--- src/rtl/branch_resolve_queue.sv ---
// branch_resolve_queue
//   In-order queue of predicted branches between fetch and execute. Each
//   resolution pops the oldest entry and compares the actual direction with
//   the prediction. It emits a predictor training strobe on every pop. On a
//   mispredict it also emits a one-cycle flush with the corrected PC and drops
//   all queued wrong-path entries.
// Ports:
//   clk, reset (async, active-low)
//   pred_valid/pred_taken/pred_pc/pred_target, pred_ready : fetch side
//   res_valid/res_taken                                   : execute side
//   flush, redirect_pc                                    : mispredict redirect
//   upd_valid, upd_pc, upd_taken                          : predictor training
//   occupancy, branch_count, mispredict_count, res_error  : status
module branch_resolve_queue #(
  parameter int PC_W  = 32,
  parameter int DEPTH = 4,
  parameter int CNT_W = 16
) (
  input  logic                     clk,
  input  logic                     reset,
  input  logic                     pred_valid,
  input  logic                     pred_taken,
  input  logic [PC_W-1:0]          pred_pc,
  input  logic [PC_W-1:0]          pred_target,
  output logic                     pred_ready,
  input  logic                     res_valid,
  input  logic                     res_taken,
  output logic                     flush,
  output logic [PC_W-1:0]          redirect_pc,
  output logic                     upd_valid,
  output logic [PC_W-1:0]          upd_pc,
  output logic                     upd_taken,
  output logic [$clog2(DEPTH):0]   occupancy,
  output logic [CNT_W-1:0]         branch_count,
  output logic [CNT_W-1:0]         mispredict_count,
  output logic                     res_error
);

  localparam int AW = $clog2(DEPTH);
  localparam logic [AW:0]      PTR_ONE = 1;
  localparam logic [CNT_W-1:0] CNT_ONE = 1;
  localparam logic [PC_W-1:0]  PC_ONE  = 1;

  logic [PC_W-1:0] mem_pc     [DEPTH];
  logic [PC_W-1:0] mem_target [DEPTH];
  logic            mem_taken  [DEPTH];

  logic [AW:0] wr_ptr, rd_ptr;
  logic        full, empty;
  logic        enq, deq, mis;
  logic [PC_W-1:0] head_pc, head_target;
  logic            head_taken;

  // Extra wrap bit distinguishes full from empty when the index bits match.
  assign empty = (wr_ptr == rd_ptr);
  assign full  = (wr_ptr[AW] != rd_ptr[AW]) && (wr_ptr[AW-1:0] == rd_ptr[AW-1:0]);

  assign pred_ready = !full;
  assign occupancy  = wr_ptr - rd_ptr;

  assign head_pc     = mem_pc[rd_ptr[AW-1:0]];
  assign head_target = mem_target[rd_ptr[AW-1:0]];
  assign head_taken  = mem_taken[rd_ptr[AW-1:0]];

  // Fetch during the flush cycle is wrong-path and is dropped.
  assign enq = pred_valid && !full && !flush;
  assign deq = res_valid && !empty;
  assign mis = deq && (res_taken != head_taken);

  always_ff @(posedge clk) begin
    if (enq) begin
      mem_pc[wr_ptr[AW-1:0]]     <= pred_pc;
      mem_target[wr_ptr[AW-1:0]] <= pred_target;
      mem_taken[wr_ptr[AW-1:0]]  <= pred_taken;
    end
  end

  always_ff @(posedge clk or negedge reset) begin
    if (!reset) begin
      wr_ptr           <= '0;
      rd_ptr           <= '0;
      flush            <= 1'b0;
      redirect_pc      <= '0;
      upd_valid        <= 1'b0;
      upd_pc           <= '0;
      upd_taken        <= 1'b0;
      branch_count     <= '0;
      mispredict_count <= '0;
      res_error        <= 1'b0;
    end else begin
      flush     <= mis;
      upd_valid <= deq;

      if (mis) begin
        // Clear by snapping the read pointer onto the un-advanced write
        // pointer, so a same-cycle enqueue is discarded too.
        rd_ptr <= wr_ptr;
      end else begin
        if (enq) wr_ptr <= wr_ptr + PTR_ONE;
        if (deq) rd_ptr <= rd_ptr + PTR_ONE;
      end

      if (deq) begin
        upd_pc    <= head_pc;
        upd_taken <= res_taken;
        if (branch_count != '1) branch_count <= branch_count + CNT_ONE;
      end

      if (mis) begin
        redirect_pc <= res_taken ? head_target : head_pc + PC_ONE;
        if (mispredict_count != '1) mispredict_count <= mispredict_count + CNT_ONE;
      end

      if (res_valid && empty) res_error <= 1'b1;
    end
  end

endmodule

--- config.mk ---
export PLATFORM = sky130hd
export DESIGN_NAME = branch_resolve_queue
export DESIGN_NICKNAME = d
export VERILOG_FILES = /design/src/rtl/branch_resolve_queue.sv
export SDC_FILE = /design/constraint.sdc
export NUM_CORES = 1
export LEC_CHECK = 0
export BUFFER_PORTS_ARGS = -buffer_cell sky130_fd_sc_hd__clkbuf_2
export CAP_MARGIN = 20
export CORE_UTILIZATION = 50
export DETAILED_ROUTE_END_ITERATION = 8
export GPL_ROUTABILITY_DRIVEN = 0
export HOLD_SLACK_MARGIN = 0.06
export PLACE_DENSITY_LB_ADDON = 0.12
export SYNTH_ARGS = -nofsm -noshare
export SYNTH_HDL_FRONTEND = slang
export SYNTH_SLANG_ARGS = --single-unit
--- constraint.sdc ---
create_clock -name clk -period 4.6 [get_ports clk]
set_input_delay 0.46 -clock clk [delete_from_list [all_inputs] [get_ports clk]]
set_output_delay 0.46 -clock clk [all_outputs]
set_load 0.005 [all_outputs]
==> reports/summary.json <==
{
  "cpMostUsedCell": {"value": "sky130_fd_sc_hd__nand4_1"},
  "yosys.cell_count.top_type": {"value": "sky130_fd_sc_hd__edfxtp_1"},
  "met2_wirelength": {"value": 16500, "unit": "um"},
  "cellPowerDensity": {"value": 688, "unit": "nW/um2"},
  "detailroute.via_count": {"value": 8369},
  "setup.worst_path.end_class": {"value": "flip-flop"},
  "cp.buffers_inverters": {"value": 1},
  "critical_path_required": {"value": 5.05, "unit": "ns"},
  "worst-path-max-fanout": {"value": 24},
  "cp_slowest_stage_delay": {"value": 0.74, "unit": "ns"},
  "top_layer": {"value": "met4"},
  "number_of_library_cell_types_mapped_by_synthesis": {"value": 51},
  "static-leakage-power": {"value": 6.68, "unit": "nW"},
  "synth.yosys.seq_area_share": {"value": 0.713},
  "grt_antenna_before_repair": {"value": 0},
  "yosysWarnings": {"value": 0},
  "floorplan.die.height": {"value": 173, "unit": "um"},
  "layout_worst_path_cycle_share": {"value": 0.702},
  "ys_async_sr_fraction": {"value": 0.290},
  "io_pins": {"value": 174},
  "setup_viol": {"value": 0},
  "route.detailed.wl_per_inst": {"value": 22.1, "unit": "um"},
  "synth_flop_cell": {"value": "sky130_fd_sc_hd__edfxtp_1"},
  "tritoncts_num_sinks": {"value": 366},
  "cp.arrival": {"value": 3.68, "unit": "ns"},
  "critPathTopFamily": {"value": "simple AND/OR/NAND/NOR gates"},
  "post-route-drc-count": {"value": 0},
  "cts_post_setup_buffers_inserted": {"value": 0},
  "unrepaired_setup_endpoints_after_global_routing": {"value": "false"},
  "drive_above_1_share": {"value": 0.289},
  "timing.setup.critical_path_class": {"value": "flip-flop to flip-flop"},
  "number_of_antenna_cells_inserted": {"value": 0},
  "placedCellCount": {"value": 1438},
  "post-synth-top-area-fraction": {"value": 0.532},
  "fp.coreArea": {"value": 28800, "unit": "um2"},
  "final_nets": {"value": 1176},
  "overflow": {"value": 0},
  "cts.hold.buffers_added": {"value": 0},
  "initial_utilization": {"value": 0.510},
  "drtAntennaViolNets": {"value": 0},
  "status": {"value": "complete, no violations"},
  "drt_iter0_markers": {"value": 674},
  "cts-root-to-sink-buffers": {"value": 3},
  "route.layer.met1.wl": {"value": 14100, "unit": "um"},
  "num-fill-cells": {"value": 2203},
  "path_clk_slew": {"value": 0.06, "unit": "ns"},
  "grt_pass1_vias": {"value": 8537},
  "synth.net_count": {"value": 981},
  "crit_path_start_kind": {"value": "flip-flop"},
  "floorplan.die_area": {"value": 30000, "unit": "um2"},
  "grt_max_degree": {"value": 69},
  "synth-edff-count": {"value": 260},
  "syn_avg_cell_area": {"value": 16.3, "unit": "um2"},
  "ys_seq_elements": {"value": 366},
  "timing_worst_slew_pin_value": {"value": 0.960, "unit": "ns"},
  "syn_area": {"value": 14700, "unit": "um2"},
  "area_growth_syn_to_layout": {"value": 17.8, "unit": "%"},
  "peakVddDrop": {"value": 0.000445, "unit": "V"},
  "slowest_stage": {"value": "sky130_fd_sc_hd__dfrtp_4"},
  "clock_tree.htree_level_count": {"value": 2},
  "number_of_placement_rows": {"value": 62},
  "syn_inst": {"value": 900},
  "timing.setup.tns": {"value": 0, "unit": "ns"},
  "viasPerCell": {"value": 5.54},
  "timing.max_cap.violations": {"value": 0},
  "final_cell_area": {"value": 17300, "unit": "um2"},
  "grt_util_all_layers": {"value": 0.227},
  "fin_crit": {"value": 3.23, "unit": "ns"},
  "yosys-top-cells-count": {"value": "sky130_fd_sc_hd__edfxtp_1, sky130_fd_sc_hd__nand2_1, sky130_fd_sc_hd__dfrtp_1, sky130_fd_sc_hd__mux4_2, sky130_fd_sc_hd__nor2_1"},
  "dr_pass1_iterations": {"value": 6},
  "hold_viol_final": {"value": 0},
  "holdWs": {"value": 0.0682, "unit": "ns"},
  "maxSlewHeadroom": {"value": 0.359},
  "cts_inserted_buffers": {"value": 39},
  "insertion_delay": {"value": 0.53, "unit": "ns"},
  "synth.area.top_cells": {"value": "sky130_fd_sc_hd__edfxtp_1, sky130_fd_sc_hd__dfrtp_1, sky130_fd_sc_hd__mux4_2"},
  "instances_no_fill": {"value": 1510},
  "fin_skew": {"value": 0.0185, "unit": "ns"},
  "met3RoutedLength": {"value": 2030, "unit": "um"},
  "detailed_place.area": {"value": 16000, "unit": "um2"},
  "horizontal_die_dimension": {"value": 173, "unit": "um"},
  "tritoncts_clock_tree": {"value": "built"},
  "post-dp-hpwl": {"value": 22200, "unit": "um"},
  "wire_length_of_the_first_global_routing_pass": {"value": 51200, "unit": "um"},
  "fmax": {"value": 0.310, "unit": "GHz"},
  "numPortBuffers": {"value": 173},
  "timing_max_transition_violations_final": {"value": 0},
  "post_cts_resized": {"value": 0},
  "hp-class": {"value": "input port to async pin"},
  "synth_area_leader_cell": {"value": "sky130_fd_sc_hd__edfxtp_1"},
  "clock_tree_root": {"value": "sky130_fd_sc_hd__clkbuf_16"},
  "wirelength": {"value": 33300, "unit": "um"},
  "timing.critical_path.cells": {"value": "buf_4 > mux4_2 > ha_1 > nand4_1 > nor3_1 > nand4_1 > xor2_1 > o22ai_1"}
}
[stage by stage]
step / total power [mW] / utilization / setup slack (ns)
3_3_place_gp: 8.83 / 0.556 / 1.46
3_5_place_dp: 8.88 / 0.556 / 1.40
2_1_floorplan: 7.34 / - / 0.373
6_report: 11.9 / 0.601 / 1.37
4_1_cts: 12.0 / 0.601 / 1.39
5_1_grt: 12.5 / 0.601 / 1.13
[worst paths after layout]
| check | start | slack (ns) | to | depth (start not counted) |
|---|---|---|---|---|
| worst max-delay path | rd_ptr[0] | 1.37 | redirect_pc[20] | 8 |
| worst min-delay path | reset | 0.07 | mispredict_count[8] | 1 |
| worst max register to register | rd_ptr[0] | 1.37 | redirect_pc[20] | 8 |
| max in group asynchronous | reset | 3.42 | rd_ptr[0] | 2 |
| min in group clk | pred_target[2] | 0.14 | mem_target[0][2] | 1 |
| worst min register to register | res_error | 0.47 | res_error | 1 |
[state kept, by name, summed over array words and instances (netlist names)]
signal	flops
mem_pc	128
upd_valid	1
upd_taken	1
branch_count	16
upd_pc	32
rd_ptr	3
redirect_pc	32
mem_target	128
wr_ptr	3
mem_taken	4
mispredict_count	16
res_error	1
flush	1
[worst register-to-register path: stages, from the launching register on]
cell and delay (ns):
sky130_fd_sc_hd__dfrtp_4 0.74, sky130_fd_sc_hd__buf_4 0.42, sky130_fd_sc_hd__mux4_2 0.37, sky130_fd_sc_hd__ha_1 0.23, sky130_fd_sc_hd__nand4_1 0.26, sky130_fd_sc_hd__nor3_1 0.58
sky130_fd_sc_hd__nand4_1 0.21, sky130_fd_sc_hd__xor2_1 0.19, sky130_fd_sc_hd__o22ai_1 0.15
[kinds of logic (layout without fill, tap and decap cells)]
kind of cell / count (synthesis) / after routing / share of synthesized area
AO/OA/AOI/OAI: 71 / 71 / 0.0287
flip-flops: 366 / 366 / 0.713
multiplexers: 73 / 73 / 0.108
buffers and inverters: 49 / 275 / 0.0171
AND/OR/NAND/NOR: 266 / 266 / 0.0852
XOR/XNOR: 64 / 64 / 0.0382
adder cells (fa/ha/maj): 11 / 11 / 0.00989
[metal layers]
metal  track usage  up-vias
met4        0.0667        0
met3        0.0390       50
li1              -     3793
met1         0.311     4235
met5             0        -
met2         0.376      291
[power by group]
| part | leakage, nW | switching (mW) | internal (mW) | total, mW |
|---|---|---|---|---|
| logic | 2.37 | 2.23 | 1.51 | 3.74 |
| clock network | 0.630 | 1.24 | 1.88 | 3.13 |
| registers | 3.68 | 0.528 | 4.50 | 5.02 |
| total | 6.68 | 4.00 | 7.89 | 11.9 |
[final cells by class]
type	count	area, um2	area share
multi-input cells	485	3980	0.230
inverters	13	48.8	0.00282
clock inverters	15	189	0.0109
clock buffers	57	1090	0.0633
well taps	384	480	0.0278
flip-flops and latches	366	10500	0.605
repair buffers	190	1030	0.0598
[layout by cell type, fill, tap and decap left out, drive strengths merged, types with 7 or more instances in the layout]
cell    count
a21oi      28
and2        8
and3       12
buf        18
clkbuf    229
clkinv      7
dfrtp     106
edfxtp    260
ha         10
inv        16
mux4       65
nand2     143
nand3      26
nand4      21
nor2       38
o21ai      15
o22ai      15
xnor2      31
xor2       33
Note: power is estimated with default switching activity, not from simulation.
